[src/rtl/frame_update_sequencer.sv]
// Per-frame update scheduler: debounces the direction buttons, then at each frame start runs
// the level and player request/done handshakes in order and divides frames into anim ticks.
module frame_update_sequencer #(
  parameter int VBLANK_LINE   = 515,
  parameter int DEBOUNCE_BITS = 20,
  parameter int ANIM_DIV      = 6,
  parameter int TIMEOUT       = 4096
) (
  input  logic        clk,
  input  logic        rst,
  input  logic [9:0]  hCount,
  input  logic [9:0]  vCount,
  input  logic        btn_up,
  input  logic        btn_down,
  input  logic        btn_left,
  input  logic        btn_right,
  output logic        level_req,
  input  logic        level_done,
  output logic        player_req,
  input  logic        player_done,
  output logic [3:0]  dir,
  output logic        anim_tick,
  output logic [15:0] frame_cnt,
  output logic        busy,
  output logic        overrun
);

  // state  | meaning
  // IDLE   | waiting for the first blanking line
  // LATCH  | capture filtered direction vector
  // LEVEL  | level_req high, waiting for level_done or timeout
  // PLAYER | player_req high, waiting for player_done or timeout
  // ANIM   | advance the frame divider, issue anim_tick when due
  typedef enum logic [2:0] {IDLE, LATCH, LEVEL, PLAYER, ANIM} state_t;

  localparam logic [9:0]  VB_LINE   = 10'(VBLANK_LINE);
  localparam logic [15:0] TO_LAST   = 16'(TIMEOUT - 1);
  localparam logic [7:0]  ANIM_LAST = 8'(ANIM_DIV - 1);
  localparam logic [DEBOUNCE_BITS-1:0] DB_FULL = '1;

  state_t state_q, state_d;
  logic [3:0] sync1_q, sync2_q, stable_q;
  logic [3:0] sync1_d, sync2_d, stable_d;
  logic [DEBOUNCE_BITS-1:0] db_cnt_q [4];
  logic [DEBOUNCE_BITS-1:0] db_cnt_d [4];
  logic [9:0]  prev_v_q, prev_v_d;
  logic [15:0] timer_q, timer_d;
  logic [7:0]  anim_cnt_q, anim_cnt_d;
  logic [15:0] frame_cnt_q, frame_cnt_d;
  logic [3:0]  dir_q, dir_d;
  logic        level_req_q, level_req_d;
  logic        player_req_q, player_req_d;
  logic        anim_tick_q, anim_tick_d;
  logic        busy_q, busy_d;
  logic        overrun_q, overrun_d;
  logic        frame_start;
  logic [3:0]  dir_filt;
  logic        unused_hcount;

  assign unused_hcount = ^hCount;
  assign frame_start   = (vCount == VB_LINE) && (prev_v_q != VB_LINE);

  // Opposing directions pressed together cancel out.
  assign dir_filt = {stable_q[3] & ~stable_q[2], stable_q[2] & ~stable_q[3],
                     stable_q[1] & ~stable_q[0], stable_q[0] & ~stable_q[1]};

  always_comb begin
    sync1_d  = {btn_up, btn_down, btn_left, btn_right};
    sync2_d  = sync1_q;
    stable_d = stable_q;
    for (int i = 0; i < 4; i++) begin
      db_cnt_d[i] = '0;
      if (sync2_q[i] != stable_q[i]) begin
        if (db_cnt_q[i] == DB_FULL) stable_d[i] = sync2_q[i];
        else                        db_cnt_d[i] = db_cnt_q[i] + 1'b1;
      end
    end
  end

  always_comb begin
    state_d      = state_q;
    prev_v_d     = vCount;
    timer_d      = timer_q;
    anim_cnt_d   = anim_cnt_q;
    frame_cnt_d  = frame_cnt_q;
    dir_d        = dir_q;
    level_req_d  = 1'b0;
    player_req_d = 1'b0;
    anim_tick_d  = 1'b0;
    overrun_d    = overrun_q;
    case (state_q)
      IDLE: begin
        if (frame_start) begin
          state_d     = LATCH;
          frame_cnt_d = frame_cnt_q + 16'd1;
        end
      end
      LATCH: begin
        dir_d       = dir_filt;
        state_d     = LEVEL;
        level_req_d = 1'b1;
      end
      LEVEL: begin
        if ((level_done && level_req_q) || timer_q == TO_LAST) begin
          if (!(level_done && level_req_q)) overrun_d = 1'b1;
          timer_d      = '0;
          state_d      = PLAYER;
          player_req_d = 1'b1;
        end else begin
          timer_d     = timer_q + 16'd1;
          level_req_d = 1'b1;
        end
      end
      PLAYER: begin
        if ((player_done && player_req_q) || timer_q == TO_LAST) begin
          if (!(player_done && player_req_q)) overrun_d = 1'b1;
          timer_d     = '0;
          state_d     = ANIM;
          anim_tick_d = (anim_cnt_q == ANIM_LAST);
        end else begin
          timer_d      = timer_q + 16'd1;
          player_req_d = 1'b1;
        end
      end
      ANIM: begin
        anim_cnt_d = (anim_cnt_q == ANIM_LAST) ? 8'd0 : anim_cnt_q + 8'd1;
        state_d    = IDLE;
      end
      default: state_d = IDLE;
    endcase
    if (state_q != IDLE && frame_start) overrun_d = 1'b1;
    busy_d = (state_d != IDLE);
  end

  always_ff @(posedge clk or posedge rst) begin
    if (rst) begin
      state_q      <= IDLE;
      sync1_q      <= '0;
      sync2_q      <= '0;
      stable_q     <= '0;
      for (int i = 0; i < 4; i++) db_cnt_q[i] <= '0;
      prev_v_q     <= '0;
      timer_q      <= '0;
      anim_cnt_q   <= '0;
      frame_cnt_q  <= '0;
      dir_q        <= '0;
      level_req_q  <= 1'b0;
      player_req_q <= 1'b0;
      anim_tick_q  <= 1'b0;
      busy_q       <= 1'b0;
      overrun_q    <= 1'b0;
    end else begin
      state_q      <= state_d;
      sync1_q      <= sync1_d;
      sync2_q      <= sync2_d;
      stable_q     <= stable_d;
      for (int i = 0; i < 4; i++) db_cnt_q[i] <= db_cnt_d[i];
      prev_v_q     <= prev_v_d;
      timer_q      <= timer_d;
      anim_cnt_q   <= anim_cnt_d;
      frame_cnt_q  <= frame_cnt_d;
      dir_q        <= dir_d;
      level_req_q  <= level_req_d;
      player_req_q <= player_req_d;
      anim_tick_q  <= anim_tick_d;
      busy_q       <= busy_d;
      overrun_q    <= overrun_d;
    end
  end

  assign level_req  = level_req_q;
  assign player_req = player_req_q;
  assign dir        = dir_q;
  assign anim_tick  = anim_tick_q;
  assign frame_cnt  = frame_cnt_q;
  assign busy       = busy_q;
  assign overrun    = overrun_q;

endmodule

[config.mk]
export PLATFORM = sky130hd
export DESIGN_NAME = frame_update_sequencer
export DESIGN_NICKNAME = d
export VERILOG_FILES = /design/src/rtl/frame_update_sequencer.sv
export SDC_FILE = /design/constraint.sdc
export NUM_CORES = 1
export LEC_CHECK = 0
export ABC_CLOCK_PERIOD_IN_PS = 4950
export CORE_MARGIN = 2
export CORE_UTILIZATION = 40
export CTS_CLUSTER_DIAMETER = 30
export DETAILED_ROUTE_END_ITERATION = 16
export PLACE_DENSITY = 0.56
export SETUP_SLACK_MARGIN = 0.15
export SKIP_LAST_GASP = 1
export SYNTH_ARGS = -nofsm -noshare
export SYNTH_HDL_FRONTEND = slang
export SYNTH_SLANG_ARGS = --single-unit
[constraint.sdc]
create_clock -name clk -period 4.95 [get_ports clk]
set_input_delay 0.495 -clock clk [delete_from_list [all_inputs] [get_ports clk]]
set_output_delay 0.495 -clock clk [all_outputs]
set_load 0.005 [all_outputs]
After elaboration in Yosys (flattened, before gate mapping)
Cells that the tools add are included.

Register bits: 154. Bits of input ports: 28. Output and inout port bits: 25.

Add/subtract/negate cells: 7. Equality and inequality tests: 20. Mux-type cells: 29. Bitwise operators: 8. Reduce and logical (&&, ||, !) cells: 17.

Operators by type and width (number): $mux 20 (8); $add 20x1->20 const B (4); $eq 20x20->1 const B (4); $add 16x1->16 const B (2); $mux 16 (2); $pmux 16 s2 (1); $eq 16x12->1 const B (1); $ne 3x3->1 const B (4); $pmux 3 s4 (1); $eq 10x10->1 const B (1); $mux 1 (10); $ne 10x10->1 const B (1); $reduce_and 2->1 (5); $mux 3 (3); $reduce_bool 3->1 (3); $add 8x1->8 const B (1); $eq 8x3->1 const B (1); $mux 8 (1); $eq 3x2->1 const B (2); $pmux 1 s2 (3); $reduce_and 5->1 (1); $and 1x1->1 (4); $logic_and 1x1->1 (4); $ne 1x1->1 (4); other kinds (6) (10).

Longest topological paths before layout
Gate-level depths: netlist (run 1).

Depth after elaboration: 5. Gate-level depth with buffers: 8. Depth with buffers taken out: 6.

Worst setup path after synthesis (run 1)
OpenSTA, ideal clock, no wires.

Kind: register to register. Start point: register db_cnt_q[20] (netlist bit). End point: register db_cnt_q[28] (netlist bit). Data arrival time: 1.772 ns. Path slack: 3.060 ns. Cell stages (with the launch flop): 9. Path buffers: 2. Period minus slack after synthesis: 1.890 ns. Cell sequence: dfrtp_1 > ha_1 > nand4_1 > nor4_2 > and3_1 > or2_2 > buf_2 > buf_4 > nor2_1.

RTL lines: start, declared (line 44) `logic [DEBOUNCE_BITS-1:0] db_cnt_q [4];`.

==> results of run 1 <==
cell usage after synthesis (2+ instances only):
master	number	area share, %
a21oi_1	8	0.58
and2_1	4	0.36
and3_1	18	1.6
and4_1	6	0.76
buf_2	4	0.29
buf_4	5	0.54
buf_6	2	0.32
clkbuf_1	3	0.16
dfrtp_1	154	55
ha_1	8	1.4
inv_1	16	0.86
mux2_2	4	0.65
nand2_1	49	2.6
nand2b_1	7	0.63
nand3_1	46	3.3
nand4_1	30	2.7
nand4b_1	4	0.50
nor2_1	118	6.4
nor2b_1	2	0.18
nor3_1	11	0.79
nor3_2	6	0.86
nor4_1	5	0.45
nor4b_1	3	0.38
o21ai_0	13	0.94
or2_2	4	0.36
or3_1	5	0.45
xnor2_1	55	6.9
xor2_1	47	5.9
sequential cells by signal, indices dropped and copies added (netlist names):
register / flops
overrun: 1
dir: 4
timer_q: 16
db_cnt_q: 80
state_q: 3
anim_tick: 1
stable_q: 4
player_req: 1
frame_cnt: 16
busy: 1
sync2_q: 4
anim_cnt_q: 8
sync1_q: 4
prev_v_q: 10
level_req: 1
kinds of logic after synthesis:
logic type | count (synthesis) | synth area share, %
mux | 5 | 0.792
xor+xnor | 102 | 12.9
simple gates | 332 | 24.5
flops | 154 | 55.4
fa+ha+maj | 8 | 1.44
compound gates | 31 | 2.77
buf+inv | 30 | 2.18
layout make-up:
class | instances | share of cell area, %
Inverter | 16 | 0.794
Sequential cell | 154 | 47.0
Timing Repair Buffer | 44 | 5.31
Clock buffer | 24 | 6.12
Clock inverter | 7 | 1.37
Multi-Input combinational cell | 478 | 35.9
Tap cell | 225 | 3.43
through the flow:
stage                     total power (uW)  cell area, sq um  hold WS, ps  utilization (%)  worst slack [ps]
after floorplan                       1610              6950          331                -               305
after global placement                1690              7580          337             44.3              2310
after detailed placement              1700              7580          336             44.3              2230
after CTS                             3060              8200          349             47.9              2550
after global routing                  3160              8200          356             47.9              2320
final                                 3010              8200          346             47.9              2560
cell usage in the layout (no fill, tap or decap), types with 3 or more instances in the layout:
master	netlist	routed
clkbuf_16	0	17
clkinv_2	0	3
xor2_1	47	47
clkbuf_8	0	5
dfrtp_1	154	154
clkdlybuf4s50_1	0	42
a21oi_1	8	8
ha_1	8	8
or3_1	5	5
inv_1	16	15
nor3_2	6	6
xnor2_1	55	55
nand3_1	46	46
nand2_1	49	49
nand2b_1	7	7
bufinv_16	0	3
mux2_2	4	4
and2_1	4	4
nor4_1	5	5
nor4b_1	3	3
nand4_1	30	30
nor2_1	118	118
nand4b_1	4	4
nor3_1	11	11
or2_2	4	4
and3_1	18	18
o21ai_0	13	13
and4_1	6	6
power by group through the flow:
stage,logic [uW],clock network (uW),registers [uW]
6_report,287,1340,1390
5_1_grt,327,1430,1400
2_1_floorplan,220,0,1390
3_3_place_gp,283,0,1400
3_5_place_dp,291,0,1410
4_1_cts,293,1380,1390
layer usage:
metal  wire length, um  up-vias  GRT usage, %
li1                  -     2335             -
met1              6040     2351          19.5
met2              6160       55          24.6
met3               375       15          4.18
met4               184        0          5.44
met5                 0        -             0
worst min path at each step:
stage                     from          to  slack [ps]  depth (start not counted)
global placement    sync1_q[0]  sync2_q[0]         340                          0
floorplan           sync1_q[0]  sync2_q[0]         330                          0
detailed placement  sync1_q[0]  sync2_q[0]         340                          0
global route        sync1_q[0]  sync2_q[0]         360                          0
finish              sync1_q[0]  sync2_q[0]         350                          0
CTS                 sync1_q[0]  sync2_q[0]         350                          0
==> impl_metrics.ini, run 1 <==
[status]
status = finished clean

[clock_tree]
postCtsSetupBuffers = 0
clk-insertion-delay-late_ps = 420
cts_sinks = 154
cts-htree-levels = 4
cts_root_buf = clkbuf_16
cts_hold_buf = 0
cts_buffer_depth = 2
cts_tree = yes
clk_pin_slew_worst_paths_ps = 60
ctsResizeCount = 0
cts_buffers = 17

[worst_setup_path]
critical_path_buf_inv_count = 0
rr_endpoint = db_cnt_q[52]
arrival_ps = 2660
slowest_stage = nand2b_1
r2r_start = db_cnt_q[40]
cpPeakStageDelay_ps = 560
worstSetupEndpointType = flop
cp-endpoint = db_cnt_q[52]
path_cells = ha_1 -> nand4_1 -> nor4_1 -> nand4_1 -> nand2b_1 -> nor2_1
rrSetupSlack_ps = 2560
critPathMostFrequentCell = nand4_1
path_delay_family = simple AND/OR/NAND/NOR gates
crit_cells = 6
worstSetupStartpointType = flop
crit_start = db_cnt_q[40]
worstRegToRegCells = 6
critical_path_required_ps = 5220
path_max_fanout = 18
path_class = reg2reg

[detailed_routing]
wl_um = 12800
num_vias = 4756
wire_per_inst_um = 13.5
viasPerCell = 5.02
drcViolationCount = 0
ant_nets = 0
drt-initial-drc-count = 303
dr.pass1.iters = 4

[timing]
finalSetupTns_ps = 0
hold_violations = 0
timing.final.crit_share_pct = 48.3
fin_skew_ps = 5.14
max_freq_mhz = 419
worst_pin_slew_ps = 857
rsz0062_at_grt = no
fin_crit_ps = 2390
setup-violations-final = 0
final_max_slew_viol_count = 0
max_slew_margin_pct = 42.3

[global_route]
overflow = 0
grt_pass1_vias = 4808
grt_antenna_before_repair = 0
grt.total_usage_pct = 15.1
grt_max_degree = 97
grt_pass1_wl_um = 22200

[yosys]
yosys_warnings = 0
ys_seq_area_share_pct = 55.4
async_reset_ff_share_pct = 100
syn_area_sq_um = 6950
synth.avg_cell_area_sq_um = 10.5
synth_nets = 698
ys_ff_latch = 154
syn_inst = 662
yosys.cell_types.count = 53
synth_ff_type = dfrtp_1
synth_edf_count = 0

[place]
dp_hpwl_um = 8640
io_buffers = 42
placed_cells = 917
gp_congestion = 0.778

[floorplan]
fp.dieH_um = 136
initial_core_util_pct = 40.6
io-pin-count = 53
die_x_um = 136
die_area_sq_um = 18400
rows = 48
core_sq_um = 17100

[final_layout]
final_nets = 747
multi_input_area_sq_um = 2950
seqCellArea_sq_um = 3850
antenna_cells = 0
final_layout_size_suffix_gt1_share_pct = 7.75
fin_cells = 948
final.fill_count = 1570
syn2layout_area_growth_pct = 17.9

[pwr]
swShare_pct = 23.7
netSwitchingPower_uw = 712
power_frac_clock_pct = 44.4
p_leak_uw = 0.00354
p_int_uw = 2300
p_per_area_nw_per_um2 = 367
combPwrFrac_pct = 9.5
ir_worst_vdd_mv = 0.251
seqPwrFrac_pct = 46.0

[min_path]
hp-class = reg2reg

[job]
cap_violations = 0
Note: power is estimated with default switching activity, not from simulation.
==> run 2, diff against run 1 <==
ABC_CLOCK_PERIOD_IN_PS = 2300   (was 4950)
PLACE_DENSITY = 0.54   (was 0.56)
clock period = 2.3 ns   (was 4.95 ns; I/O delays follow)
==> impl_metrics.ini, run 2 (synthesis results as in run 1) <==
[status]
status = finished clean

[final_layout]
final_layout_size_suffix_gt1_share_pct = 9.99
final.fill_count = 1599
antenna_cells = 0
final_common_cell = dfrtp_1
largest_reg_flops = 80
final_area_sq_um = 8340
final_cell_mix = dfrtp_1 (154), nor2_1 (118), xnor2_1 (55)
final_nets = 764
syn2layout_area_growth_pct = 20.0
top_register = db_cnt_q

[min_path]
hp-class = in2reg

[detailed_routing]
drt-initial-drc-count = 255
drcViolationCount = 0
viasPerCell = 4.91
ant_nets = 0
wire_per_inst_um = 13.2
num_vias = 4743
dr.pass1.iters = 4
wl_um = 12800

[clock_tree]
clk-insertion-delay-late_ps = 420
cts_sinks = 154
cts_hold_buf = 0
cts_buffers = 17
cts_tree = yes
cts_buffer_depth = 2
postCtsSetupBuffers = 0
cts-htree-levels = 4
cts_root_buf = clkbuf_16
clk_pin_slew_worst_paths_ps = 60

[timing]
timing.final.crit_share_pct = 87.2
hold_violations = 0
fin_skew_ps = 7.71
final_max_slew_viol_count = 0
worst_pin_slew_ps = 612
max_slew_margin_pct = 59.1
fin_crit_ps = 2010
rsz0062_at_grt = no
setup-violations-final = 0
max_freq_mhz = 498
finalSetupTns_ps = 0

[global_route]
grt_antenna_before_repair = 0
grt_pass1_vias = 4770
grt.total_usage_pct = 15.4
grt_pass1_wl_um = 22400
grt_max_degree = 60
overflow = 0

[worst_setup_path]
worstSetupEndpointType = flop
path_cells = or3_1 -> or4_4 -> nor2b_4 -> nor2_4 -> nor2_1
path_max_fanout = 11
worstSetupStartpointType = flop
arrival_ps = 2300
path_class = reg2reg
slowest_stage = or4_4
cpPeakStageDelay_ps = 560
critical_path_required_ps = 2590

[floorplan]
io-pin-count = 53
core_sq_um = 17100
fp.dieH_um = 136
rows = 48
die_x_um = 136
initial_core_util_pct = 40.6
die_area_sq_um = 18400

[job]
cap_violations = 0

[place]
dp_hpwl_um = 8880
postPlaceCellArea_sq_um = 7760
io_buffers = 42
gp_congestion = 0.743

[pwr]
ir_worst_vdd_mv = 0.505
p_leak_uw = 0.00362
p_per_area_nw_per_um2 = 766
## run 2: changes by cell type in the layout (fill, tap and decap cells not counted)
cell	previous run	this run
buf_12	0	4
buf_4	2	15
bufinv_16	3	2
clkbuf_8	5	2
clkinv_2	3	4
clkinv_4	0	1
clkinvlp_4	1	4
or2_2	4	3
or2_4	0	1
## run 2: where the power goes
group	total, uW	switching [uW]	internal, uW
clock network	2740	1080	1650
registers	2960	111	2850
logic	697	391	305
## run 2: cell type report
cell class / count / area (sq um) / share of cell area, %
Sequential cell: 154 / 3850 / 46.2
Multi-Input combinational cell: 478 / 2950 / 35.4
Timing Repair Buffer: 61 / 613 / 7.35
Clock buffer: 21 / 460 / 5.52
Tap cell: 225 / 282 / 3.37
Clock inverter: 11 / 120 / 1.44
Inverter: 16 / 63.8 / 0.765
## run 2: per-stage QoR
step | power [uW] | setup slack [ps] | hold WS (ps) | util [%] | std cells
after global routing | 6700 | 178 | 230 | 48.7 | 966
after floorplan | 3470 | 125 | 261 | - | 662
final | 6390 | 293 | 251 | 48.7 | 966
after global placement | 3690 | 168 | 333 | 45.3 | 934
after detailed placement | 3710 | 144 | 337 | 45.3 | 934
after CTS | 6480 | 271 | 231 | 48.7 | 966
## run 2: worst max-delay path, delay by kind of cell (launching register included)
| family | cells | cell delay (ps) |
|---|---|---|
| flip-flops | 1 | 420 |
| AND/OR/NAND/NOR | 5 | 1460 |
## run 2: final timing paths
check | to | slack (ps) | cells past startpoint | from
hold / removal | sync1_q[2] | 250 | 1 | btn_down
max in group asynchronous | db_cnt_q[57] | 1360 | 3 | rst
min in group asynchronous | sync1_q[0] | 260 | 2 | rst
setup reg to reg | timer_q[12] | 290 | 5 | timer_q[12]
hold reg to reg | sync2_q[3] | 350 | 0 | sync1_q[3]
setup / recovery | timer_q[12] | 290 | 5 | timer_q[12]
## run 2: per-layer routing
metal,up-vias,GRT usage (%),wire length [um]
met1,2303,20.6,6280
met2,51,24.4,6000
met4,0,6.13,192
met3,11,3.36,323
met5,-,0,0
li1,2378,-,-
## run 2: timing repair
action / in CTS / in global routing
setup endpoints to repair: 0 / 14
resized for setup: 0 / 1
hold endpoints to repair: 0 / 0
